### config.mk
export PLATFORM = sky130hd
export DESIGN_NAME = vga_timing_gen
export DESIGN_NICKNAME = d
export VERILOG_FILES = /design/src/rtl/vga_pkg.sv /design/src/rtl/vga_axis_counter.sv /design/src/rtl/vga_timing_gen.sv
export SDC_FILE = /design/constraint.sdc
export NUM_CORES = 1
export LEC_CHECK = 0
export ABC_AREA = 1
export CORE_MARGIN = 3
export CORE_UTILIZATION = 30
export CTS_CLUSTER_SIZE = 20
export DETAILED_ROUTE_END_ITERATION = 7
export PLACE_DENSITY = 0.58
export SYNTH_ARGS = -nofsm -noshare
export SYNTH_HDL_FRONTEND = slang
export SYNTH_SLANG_ARGS = --single-unit
### constraint.sdc
create_clock -name clk -period 2.3 [get_ports clk]
set_clock_uncertainty 0.1 [all_clocks]
set_input_delay 0.23 -clock clk [delete_from_list [all_inputs] [get_ports clk]]
set_output_delay 0.23 -clock clk [all_outputs]
set_load 0.005 [all_outputs]
### src/rtl/vga_pkg.sv
// Raster timing presets shared by the VGA timing generator and its users.
// Select a preset by overriding the generator's parameters with these fields.
package vga_pkg;

    typedef struct packed {
        int unsigned h_active;
        int unsigned h_fp;
        int unsigned h_sync;
        int unsigned h_bp;
        int unsigned v_active;
        int unsigned v_fp;
        int unsigned v_sync;
        int unsigned v_bp;
    } vga_timing_t;

    // 640x480@60, 25 MHz pixel clock from a 50 MHz system clock.
    localparam vga_timing_t VGA_640X480_60 = '{
        h_active: 640, h_fp: 16, h_sync: 96, h_bp: 48,
        v_active: 480, v_fp: 10, v_sync: 2,  v_bp: 33
    };
    localparam int unsigned VGA_640X480_CLK_DIV = 2;

    // 800x600@60, 40 MHz pixel clock.
    localparam vga_timing_t SVGA_800X600_60 = '{
        h_active: 800, h_fp: 40, h_sync: 128, h_bp: 88,
        v_active: 600, v_fp: 1,  v_sync: 4,   v_bp: 23
    };

    // A divide-by-one prescaler still needs a one-bit register.
    function automatic int unsigned presc_width(input int unsigned div);
        return (div > 1) ? $clog2(div) : 1;
    endfunction

endpackage

### src/rtl/vga_axis_counter.sv
// One raster axis: counts 0..TOTAL-1 on inc, resets to TOTAL-1 so the first
// increment lands on 0. cnt_next exposes the value the register is about to take.
module vga_axis_counter #(
    parameter int unsigned TOTAL = 800,
    parameter int unsigned W     = 10
) (
    input  logic         clk,
    input  logic         reset,
    input  logic         inc,
    output logic [W-1:0] cnt,
    output logic         wrap,
    output logic [W-1:0] cnt_next
);

    localparam logic [W-1:0] LAST = W'(TOTAL - 1);

    always_comb begin
        wrap     = inc && (cnt == LAST);
        cnt_next = cnt;
        if (wrap) begin
            cnt_next = '0;
        end else if (inc) begin
            cnt_next = cnt + 1'b1;
        end
    end

    always_ff @(posedge clk) begin
        if (reset) begin
            cnt <= LAST;
        end else begin
            cnt <= cnt_next;
        end
    end

endmodule

### src/rtl/vga_timing_gen.sv
// Parametrised raster timing generator: prescaler, H/V counters and registered
// sync/enable/strobe outputs, all aligned to the same (x,y).
module vga_timing_gen
    import vga_pkg::*;
#(
    parameter int unsigned H_ACTIVE = VGA_640X480_60.h_active,
    parameter int unsigned H_FP     = VGA_640X480_60.h_fp,
    parameter int unsigned H_SYNC   = VGA_640X480_60.h_sync,
    parameter int unsigned H_BP     = VGA_640X480_60.h_bp,
    parameter int unsigned V_ACTIVE = VGA_640X480_60.v_active,
    parameter int unsigned V_FP     = VGA_640X480_60.v_fp,
    parameter int unsigned V_SYNC   = VGA_640X480_60.v_sync,
    parameter int unsigned V_BP     = VGA_640X480_60.v_bp,
    parameter int unsigned CLK_DIV  = VGA_640X480_CLK_DIV,
    parameter logic        HS_POL   = 1'b0,
    parameter logic        VS_POL   = 1'b0,
    parameter int unsigned CNT_W    = 10
) (
    input  logic             clk,
    input  logic             reset,
    input  logic             en,
    output logic             pix_tick,
    output logic [CNT_W-1:0] x,
    output logic [CNT_W-1:0] y,
    output logic             hs,
    output logic             vs,
    output logic             de,
    output logic             blank,
    output logic             line_start,
    output logic             frame_start,
    output logic             vblank_start
);

    localparam int unsigned H_TOTAL = H_ACTIVE + H_FP + H_SYNC + H_BP;
    localparam int unsigned V_TOTAL = V_ACTIVE + V_FP + V_SYNC + V_BP;
    localparam int unsigned PW      = presc_width(CLK_DIV);

    localparam logic [PW-1:0]    PRESC_LAST = PW'(CLK_DIV - 1);
    localparam logic [CNT_W-1:0] H_ACT      = CNT_W'(H_ACTIVE);
    localparam logic [CNT_W-1:0] HS_START   = CNT_W'(H_ACTIVE + H_FP);
    localparam logic [CNT_W-1:0] HS_END     = CNT_W'(H_ACTIVE + H_FP + H_SYNC);
    localparam logic [CNT_W-1:0] V_ACT      = CNT_W'(V_ACTIVE);
    localparam logic [CNT_W-1:0] VS_START   = CNT_W'(V_ACTIVE + V_FP);
    localparam logic [CNT_W-1:0] VS_END     = CNT_W'(V_ACTIVE + V_FP + V_SYNC);

    logic [PW-1:0]    presc;
    logic             h_wrap;
    logic             v_wrap;
    logic [CNT_W-1:0] x_next;
    logic [CNT_W-1:0] y_next;
    logic             hs_on;
    logic             vs_on;
    logic             de_next;

    // Reset wins over a pending tick, so the strobe is gated here too.
    assign pix_tick = en && !reset && (presc == PRESC_LAST);

    always_ff @(posedge clk) begin
        if (reset) begin
            presc <= '0;
        end else if (en) begin
            presc <= (presc == PRESC_LAST) ? '0 : presc + 1'b1;
        end
    end

    vga_axis_counter #(
        .TOTAL (H_TOTAL),
        .W     (CNT_W)
    ) u_h_cnt (
        .clk      (clk),
        .reset    (reset),
        .inc      (pix_tick),
        .cnt      (x),
        .wrap     (h_wrap),
        .cnt_next (x_next)
    );

    vga_axis_counter #(
        .TOTAL (V_TOTAL),
        .W     (CNT_W)
    ) u_v_cnt (
        .clk      (clk),
        .reset    (reset),
        .inc      (h_wrap & pix_tick),
        .cnt      (y),
        .wrap     (v_wrap),
        .cnt_next (y_next)
    );

    // Decode from the values the counters take on this edge, so the registered
    // outputs describe the same pixel as x/y in the following cycle.
    always_comb begin
        hs_on   = (x_next >= HS_START) && (x_next < HS_END);
        vs_on   = (y_next >= VS_START) && (y_next < VS_END);
        de_next = (x_next < H_ACT) && (y_next < V_ACT);
    end

    always_ff @(posedge clk) begin
        if (reset) begin
            hs           <= ~HS_POL;
            vs           <= ~VS_POL;
            de           <= 1'b0;
            blank        <= 1'b1;
            line_start   <= 1'b0;
            frame_start  <= 1'b0;
            vblank_start <= 1'b0;
        end else begin
            hs           <= hs_on ? HS_POL : ~HS_POL;
            vs           <= vs_on ? VS_POL : ~VS_POL;
            de           <= de_next;
            blank        <= ~de_next;
            line_start   <= h_wrap;
            frame_start  <= h_wrap & v_wrap;
            vblank_start <= h_wrap && (y_next == V_ACT);
        end
    end

endmodule

# Word level (Yosys, flattened, before mapping)

Index checks and enable logic that the tools add are counted.

$add $sub $neg: 3
Bitwise logic cells: 3
Reduce and logical (&&, ||, !) cells: 9
Magnitude comparators: 6
Muxes and demuxes: 7
Equality and inequality tests: 3

Operators by type and width:

| kind                                                                                  | number |
|---|---|
| 10-bit 2-to-1 mux                                                                     | 4 |
| 10-bit by 1-bit adder with 10-bit output (second input constant)                      | 2 |
| 10-bit equality test (second input constant)                                          | 2 |
| 10-bit less-than comparator (second input constant)                                   | 2 |
| 10-bit by 9-bit less-than comparator with 1-bit output (second input constant)        | 2 |
| 10-bit by 9-bit equality test with 1-bit output (second input constant)               | 1 |
| 10-bit greater-or-equal comparator (second input constant)                            | 1 |
| 10-bit by 9-bit greater-or-equal comparator with 1-bit output (second input constant) | 1 |
| 1-bit logical AND                                                                     | 8 |
| 1-bit 2-to-1 mux                                                                      | 3 |
| 1-bit AND                                                                             | 2 |
| 1-bit adder (second input constant)                                                   | 1 |
| 1-bit logical NOT                                                                     | 1 |
| 1-bit NOT                                                                             | 1 |

Word-level logic and storage cells: 41
Register bits: 28
Input bits: 3

# Logic depth before layout (Yosys ltp)

Gate-level depths: netlist of run 1.

Depth in word-level cells: 10
Depth in mapped cells: 13
Gate-level depth less buffers: 13

# Modules after synthesis

Synthesis of run 1 repeated with hierarchy kept, for this count alone.

Cells, all modules: 247
Area, all modules: 1599.0 um2

Modules (own cells, without submodules):

| module                     | area each (um2) | cells an instance | sequential area each (um2) | times used |
|---|---|---|---|---|
| vga_axis_counter (u_h_cnt) | 623.1           | 96                | 200.2                      | 1 |
| vga_axis_counter (u_v_cnt) | 616.8           | 95                | 200.2                      | 1 |
| vga_timing_gen             | 359.1           | 56                | 160.2                      | 1 |

# Worst setup path before layout of run 1

No wires, ideal clock.

Path type: reg2reg
Start point: register u_h_cnt.cnt[0]
End point: register vs
Data arrival time: 1510 ps
Data required time: 2076 ps
Setup time: 124 ps
Slack: 566 ps
Clock period less this slack: 1734 ps
Stages on the path, launching flop included: 13
Cells stage by stage: dfxtp_1 > ha_1 > nand3_1 > inv_2 > nand3_1 > nor2_4 > nand2_1 > nand2_1 > inv_1 > nor2_1 > nand2_1 > inv_1 > nand3_1

Longest elaborated chain between the ends: 8
Elaborated cells between the ends (all ways): 10
Classes of those cells: order compare: 2; eq/ne: 1; mux: 3; bitwise: 1; reduce/logical: 3

Ends and longest elaborated chain:

| item                                                                                                                                    | line                                           | RTL |
|---|---|---|
| start, declared                                                                                                                         | vga_axis_counter.sv:10                         | `output logic [W-1:0] cnt,` |
| start signal, assigned                                                                                                                  | vga_axis_counter.sv:31                         | `cnt <= cnt_next;` |
| 10-bit equality test (*)                                                                                                                | vga_axis_counter.sv:18                         | `wrap = inc && (cnt == LAST);` |
| 1-bit logical AND (*)                                                                                                                   | vga_axis_counter.sv:18                         |  |
| 1-bit AND (*)                                                                                                                           | vga_timing_gen.sv:84                           | `.inc (h_wrap & pix_tick),` |
| 10-bit 2-to-1 mux or 1-bit logical AND (tied branches)                                                                                  | vga_axis_counter.sv:22, vga_axis_counter.sv:18 |  |
| 10-bit 2-to-1 mux (*)                                                                                                                   | vga_axis_counter.sv:20                         | `if (wrap) begin` |
| 10-bit by 9-bit greater-or-equal comparator with 1-bit output or 10-bit by 9-bit less-than comparator with 1-bit output (tied branches) | vga_timing_gen.sv:94                           | `vs_on = (y_next >= VS_START) && (y_next < VS_END);` |
| 1-bit logical AND (*)                                                                                                                   | vga_timing_gen.sv:94                           |  |
| 1-bit 2-to-1 mux (*)                                                                                                                    | vga_timing_gen.sv:109                          | `vs <= vs_on ? VS_POL : ~VS_POL;` |
| end signal, assigned                                                                                                                    | vga_timing_gen.sv:101                          | `vs <= ~VS_POL;` |
| end signal, assigned                                                                                                                    | vga_timing_gen.sv:109                          |  |
| end, declared                                                                                                                           | vga_timing_gen.sv:26                           | `output logic vs,` |

Mark *: on every way between the ends. The rest lies on a longest branch, timed or not.
A chain may end at the register's enable or synchronous reset.

# Worst setup path in the final report of run 1

Ends and elaborated chain as after synthesis.

==> results.py, run 1 <==
metrics = {
    "outcome": {
        "status": "finished clean",
    },
    "setup_path": {
        "cpMaxStageDelayCell": "dfxtp_1",
        "worstPathCellList": "ha_1, nand3_1, inv_2, nand3_1, nor2_4, nand2_1, nand2_1, inv_1, nor2_1, nand2_1, inv_1, nand3_1",
        "cp_num_buf_inv": 3,
        "cp.required_ps": 2350,
        "path_max_fanout": 7,
        "cp-start-kind": "register",
        "cp.arrival_ps": 2030,
        "crit_family": "simple AND/OR/NAND/NOR gates",
        "cp-end-kind": "register",
        "crit_type": "register to register",
        "critPathMaxStageDelay_ps": 400,
    },
    "die": {
        "fp.coreArea_sq_um": 5205,
        "die_y_um": 79.89,
        "boundaryPins": 31,
        "die_w_um": 79.89,
        "rows": 26,
        "dieArea_sq_um": 6382,
        "initial_core_util_pct": 31.47,
    },
    "sta": {
        "period_share_pct": 85.96,
        "rsz0062_at_grt": "false",
        "drv_slew": 0,
        "min_period_ps": 1977,
        "relSlewSlack_pct": 79.03,
        "tightest_slew_ps": 314.6,
        "hold_viol": 0,
        "setup_viol": 0,
        "setup_tns_ps": 0,
        "fmax_mhz": 505.8,
    },
    "route": {
        "vias": 1614,
        "dr.pass1.iters": 5,
        "antenna_left": 0,
        "routedWlPerCell_um": 11.03,
        "via_per_inst": 4.483,
        "drtIter0Drc": 66,
        "routed_wl_mm": 3.972,
        "remaining_drc_errors": 0,
    },
    "clock_network": {
        "cts_tree": "yes",
        "cts-htree-levels": 1,
        "cts-root-buf": "clkbuf_8",
        "clk_latency_ps": 270,
        "cts_inserted_buffers": 3,
        "clock-sinks": 28,
        "cts_buffer_depth": 2,
        "cts_hold_buf": 0,
        "cts_resized": 0,
        "cts.clk_slew.worst_paths_ps": 90,
        "post_cts.repair.setup_buffers": 0,
    },
    "power_and_ir_drop": {
        "p_seq_share_pct": 50.5,
        "p_sw_mw": 0.2949,
        "p_leak_nw": 1.030,
        "clockPowerShare_pct": 28.6,
        "swShare_pct": 28.38,
        "intPower_mw": 0.7443,
        "powerDensity_nw_per_um2": 496.2,
        "finalPower_mw": 1.039,
        "power_frac_comb_pct": 20.8,
        "peakVddDrop_v": 0.0002354,
    },
    "global_routing": {
        "grt_usage_pct": 13.72,
        "grt_pass1_wl_mm": 7.031,
        "grt_start_max_net_pins": 16,
        "antenna_found_initial": 0,
        "grt_pass1_vias": 1490,
        "overflow": 0,
    },
    "yosys": {
        "synth.avg_cell_area_sq_um": 6.423,
        "syn_inst": 255,
        "netlist_top_cells_count": "nand2_1 (75), nor2_1 (43), inv_1 (33)",
        "yosysMostFrequentCell": "nand2_1",
        "ys_warn_count": 0,
        "async_flop_share_pct": 0,
        "synth_edf_count": 0,
        "synthTopCellsByArea": "dfxtp_1 (34%), nand2_1 (17%), nor2_1 (9.9%)",
        "synth_nets": 261,
        "synth_top_area_share_pct": 34.22,
        "synth_top_area_cell": "dfxtp_1",
        "ys_types": 28,
        "synthFlopType": "dfxtp_1",
        "syn_area_sq_um": 1638,
        "ys_ff_latch": 28,
        "synth-seq-area-share_pct": 34.22,
    },
    "cells_and_area": {
        "drive_gt1_share_pct": 8.621,
        "n_fill_cell": 578,
        "n_antenna_cell": 0,
        "fin_cells": 360,
        "nets": 297,
        "area_growth_pct": 27.88,
    },
    "placement": {
        "gp_congestion": 0.8472,
        "dp.final_hpwl_mm": 3.173,
        "dp_cells": 356,
        "portBuffers": 30,
    },
    "job": {
        "maxCapViolations": 0,
    },
    "hold_path": {
        "hold_class": "register to register",
    },
}
## cell families after synthesis
logic type                 synth area share, %
AOI/OAI and AO/OA                        5.501
xor gates and xnor gates                 2.674
adders and majority gates                2.292
buffers and inverters                    9.549
DFF                                      34.22
and+or+nand+nor                          45.76
## path summary, 6_finish.rpt
path | from | end | slack [ps] | cells past startpoint
max | u_h_cnt.cnt[0] | vs | 320 | 12
min | u_h_cnt.cnt[2] | u_h_cnt.cnt[2] | 440 | 2
max reg2reg | u_h_cnt.cnt[0] | vs | 320 | 12
min reg2reg | u_h_cnt.cnt[2] | u_h_cnt.cnt[2] | 440 | 2
## cell type report
type | count | area (sq um) | share of cell area [%]
clock buffer | 4 | 55.05 | 2.628
inverter | 38 | 147.6 | 7.049
multi-input combinational | 187 | 920.9 | 43.97
sequential | 28 | 560.5 | 26.76
tap | 70 | 87.58 | 4.182
timing repair buffer | 33 | 322.8 | 15.41
## routing by layer
layer	up-vias	wire (um)	GRT usage [%]
li1	870	-	-
met1	712	1985	19.02
met2	30	1799	22.02
met3	2	168	1.919
met4	0	19	3.885
met5	-	0	0
## sequential cells by signal (all words and copies together), names as in the netlist
register	cells
u_h_cnt.cnt	10
u_v_cnt.cnt	10
blank	1
de	1
frame_start	1
hs	1
line_start	1
presc	1
vblank_start	1
vs	1
## stage by stage
step	utilization [%]	hold slack [ps]	area (sq um)	setup slack (ps)
6_report	40.24	438.9	2095	323.0
5_1_grt	40.24	491.5	2095	124.2
4_1_cts	40.24	443.2	2095	301.8
3_5_place_dp	39.18	429.6	2039	252.5
3_3_place_gp	39.18	418.9	2039	224.3
2_1_floorplan	-	228.2	1638	566.3
## worst register-to-register path: cells and delay by family, from the launching register on
family / cells / cell delay, ps
adder cells (fa/ha/maj): 1 / 190
buffers and inverters: 3 / 260
flip-flops: 1 / 400
AND/OR/NAND/NOR: 8 / 920
## power groups by stage
| stage | Sequential, mW | Combinational, mW | Clock (mW) |
|---|---|---|---|
| global placement | 0.537 | 0.218 | 0 |
| CTS | 0.526 | 0.218 | 0.316 |
| floorplan | 0.535 | 0.140 | 0 |
| global route | 0.530 | 0.244 | 0.334 |
| detailed placement | 0.537 | 0.217 | 0 |
| finish | 0.525 | 0.216 | 0.297 |
## placed cells by master, fill, tap and decap left out, types with 5 or more instances in the layout
cell type	instances
inv_1	33
nor2_1	43
xor2_1	5
o21ai_0	5
nor2_2	6
a21oi_1	6
nand3_1	20
clkdlybuf4s50_1	30
nand4_1	6
nor3_1	5
nand2_1	75
dfxtp_1	28
Note: power is estimated with default switching activity, not from simulation.
==> run 2, diff against run 1 <==
--- a/config.mk
+++ b/config.mk
@@ -10,6 +10,7 @@
 export CORE_UTILIZATION = 30
 export CTS_CLUSTER_SIZE = 20
 export DETAILED_ROUTE_END_ITERATION = 7
+export GPL_TIMING_DRIVEN = 0
 export PLACE_DENSITY = 0.58
 export SYNTH_ARGS = -nofsm -noshare
 export SYNTH_HDL_FRONTEND = slang
==> run 2 against run 1 <==
Effect of this change: sequential cell count unchanged; power rose by 8.2%; fmax shrank 4.9%; via count is 0.50% higher; critical endpoint is now pix_tick; largest cell class unchanged.
==> results.py, run 2 (same netlist as run 1, synthesis figures left out) <==
metrics = {
    "sta": {
        "drv_slew": 0,
        "relSlewSlack_pct": 65.73,
        "rsz0062_at_grt": "false",
        "tightest_slew_ps": 514.0,
        "hold_viol": 0,
        "hold_slack_ps": 441.6,
        "fmax_mhz": 481.1,
        "min_period_ps": 2079,
        "setup_tns_ps": 0,
        "setup_viol": 0,
        "period_share_pct": 90.38,
    },
    "setup_path": {
        "worstPathCellList": "clkdlybuf4s50_1, inv_4, nand3_4, inv_4, clkdlybuf4s50_1",
        "cp.required_ps": 1970,
        "cp-end-kind": "output pin",
        "reg2reg_from": "u_h_cnt.cnt[0]",
        "cp.arrival_ps": 1750,
        "cp-start-kind": "primary input",
        "worstSetupStartpoint": "reset",
        "cpMaxStageDelayCell": "clkdlybuf4s50_1",
        "path_max_fanout": 9,
        "critPathMaxStageDelay_ps": 530,
        "cp_num_buf_inv": 4,
        "crit_family": "buffers and inverters",
        "crit_type": "primary input to output pin",
    },
    "clock_network": {
        "cts_inserted_buffers": 3,
        "cts.clk_slew.worst_paths_ps": 90,
        "cts_tree": "yes",
        "cts-htree-levels": 1,
        "clk_latency_ps": 280,
        "cts_buffer_depth": 2,
        "cts-root-buf": "clkbuf_8",
        "post_cts.repair.setup_buffers": 0,
        "cts_hold_buf": 0,
        "clock-sinks": 28,
        "cts_resized": 0,
    },
    "die": {
        "fp.coreArea_sq_um": 5205,
        "dieArea_sq_um": 6382,
        "boundaryPins": 31,
        "die_y_um": 79.89,
        "rows": 26,
        "die_w_um": 79.89,
        "initial_core_util_pct": 31.47,
    },
    "placement": {
        "portBuffers": 30,
        "dp.final_hpwl_mm": 3.138,
        "placed_cell_area_sq_um": 2026,
        "gp_congestion": 0.8286,
        "dp_cells": 355,
    },
    "route": {
        "via_per_inst": 4.518,
        "routed_wl_mm": 3.929,
        "remaining_drc_errors": 0,
        "antenna_left": 0,
        "drtIter0Drc": 50,
        "vias": 1622,
        "routedWlPerCell_um": 10.94,
        "dr.pass1.iters": 4,
    },
    "power_and_ir_drop": {
        "peakVddDrop_v": 0.0002156,
        "clockPowerShare_pct": 34.5,
        "swShare_pct": 26.93,
        "intPower_mw": 0.8213,
        "powerDensity_nw_per_um2": 536.0,
        "power_frac_comb_pct": 18.7,
        "p_sw_mw": 0.3027,
        "p_leak_nw": 1.030,
        "p_seq_share_pct": 46.8,
    },
    "global_routing": {
        "antenna_found_initial": 0,
        "grt_pass1_wl_mm": 7.038,
        "grt_pass1_vias": 1585,
        "overflow": 0,
        "grt_start_max_net_pins": 17,
        "grt_usage_pct": 13.76,
    },
    "job": {
        "maxCapViolations": 0,
    },
    "cells_and_area": {
        "final_cell_area_sq_um": 2097,
        "final_cell_mix": "nand2_1 (75), nor2_1 (43), inv_1 (33)",
        "fin_cells": 359,
        "top_regs": "u_h_cnt.cnt (10), u_v_cnt.cnt (10)",
        "n_antenna_cell": 0,
        "area_growth_pct": 28.04,
        "mostFrequentLayoutCell": "nand2_1",
        "drive_gt1_share_pct": 7.958,
        "nets": 296,
    },
    "outcome": {
        "status": "finished clean",
    },
    "hold_path": {
        "hold_class": "register to register",
        "worstHoldStart": "u_h_cnt.cnt[2]",
    },
}
## run 2: cell count changes in the layout (fill, tap and decap cells not counted), sizes merged
cell    delta
buf        -2
bufinv     +1
## run 2: cell type report
cell class	instances	area, sq um
plain buffers	2	8.758
clock buffers	3	41.29
clock inverters	1	30.03
fillers	591	3108
inverters	38	147.6
multi-input cells	187	920.9
flip-flops and latches	28	560.5
well taps	70	87.58
repair buffers	30	300.3
## run 2: routing by layer
| metal | vias to the layer above | part of all wire, % | global-route usage, % |
|---|---|---|---|
| met3 | 9 | 3.6 | 2.144 |
| met1 | 723 | 48 | 17.01 |
| met4 | 0 | 2.7 | 5.912 |
| met2 | 25 | 45 | 23.43 |
| met5 | - | 0 | 0 |
| li1 | 865 | - | - |
## run 2: worst min-delay path: cells and delay by family, from the launching register on
kind / cells / cell delay (ps)
buf+inv: 1 / 70
flops: 1 / 350
compound gates: 1 / 80
## run 2: final timing paths
kind | end | slack (ps) | cells past startpoint
setup / recovery | pix_tick | 220 | 5
hold / removal | u_h_cnt.cnt[2] | 440 | 2
setup reg to reg | de | 310 | 12
hold reg to reg | u_h_cnt.cnt[2] | 440 | 2
## run 2: metrics by stage
| stage | total power [mW] | setup WS [ps] | util [%] |
|---|---|---|---|
| 2_1_floorplan | 0.6756 | 566.3 | - |
| 3_3_place_gp | 0.7497 | 31.77 | 38.92 |
| 6_report | 1.124 | 221.4 | 40.29 |
| 5_1_grt | 1.194 | 153.5 | 40.29 |
| 3_5_place_dp | 0.7505 | -3.994 | 38.92 |
| 4_1_cts | 1.149 | 198.9 | 40.29 |
## run 2: power groups by stage
stage / combinational (mW) / clock, mW / sequential [mW]
after floorplan: 0.140 / 0 / 0.535
after global placement: 0.212 / 0 / 0.538
after detailed placement: 0.212 / 0 / 0.538
after CTS: 0.214 / 0.409 / 0.527
after global routing: 0.238 / 0.426 / 0.530
final: 0.210 / 0.388 / 0.526
==> run 3, diff against run 2 <==
--- a/config.mk
+++ b/config.mk
@@ -11,7 +11,9 @@
 export CTS_CLUSTER_SIZE = 20
 export DETAILED_ROUTE_END_ITERATION = 7
 export GPL_TIMING_DRIVEN = 0
+export HOLD_SLACK_MARGIN = 0.08
 export PLACE_DENSITY = 0.58
+export SLEW_MARGIN = 30
 export SYNTH_ARGS = -nofsm -noshare
 export SYNTH_HDL_FRONTEND = slang
 export SYNTH_SLANG_ARGS = --single-unit
==> results of run 3 <==
The final DEF is identical to that of run 2; final timing and power are the same.
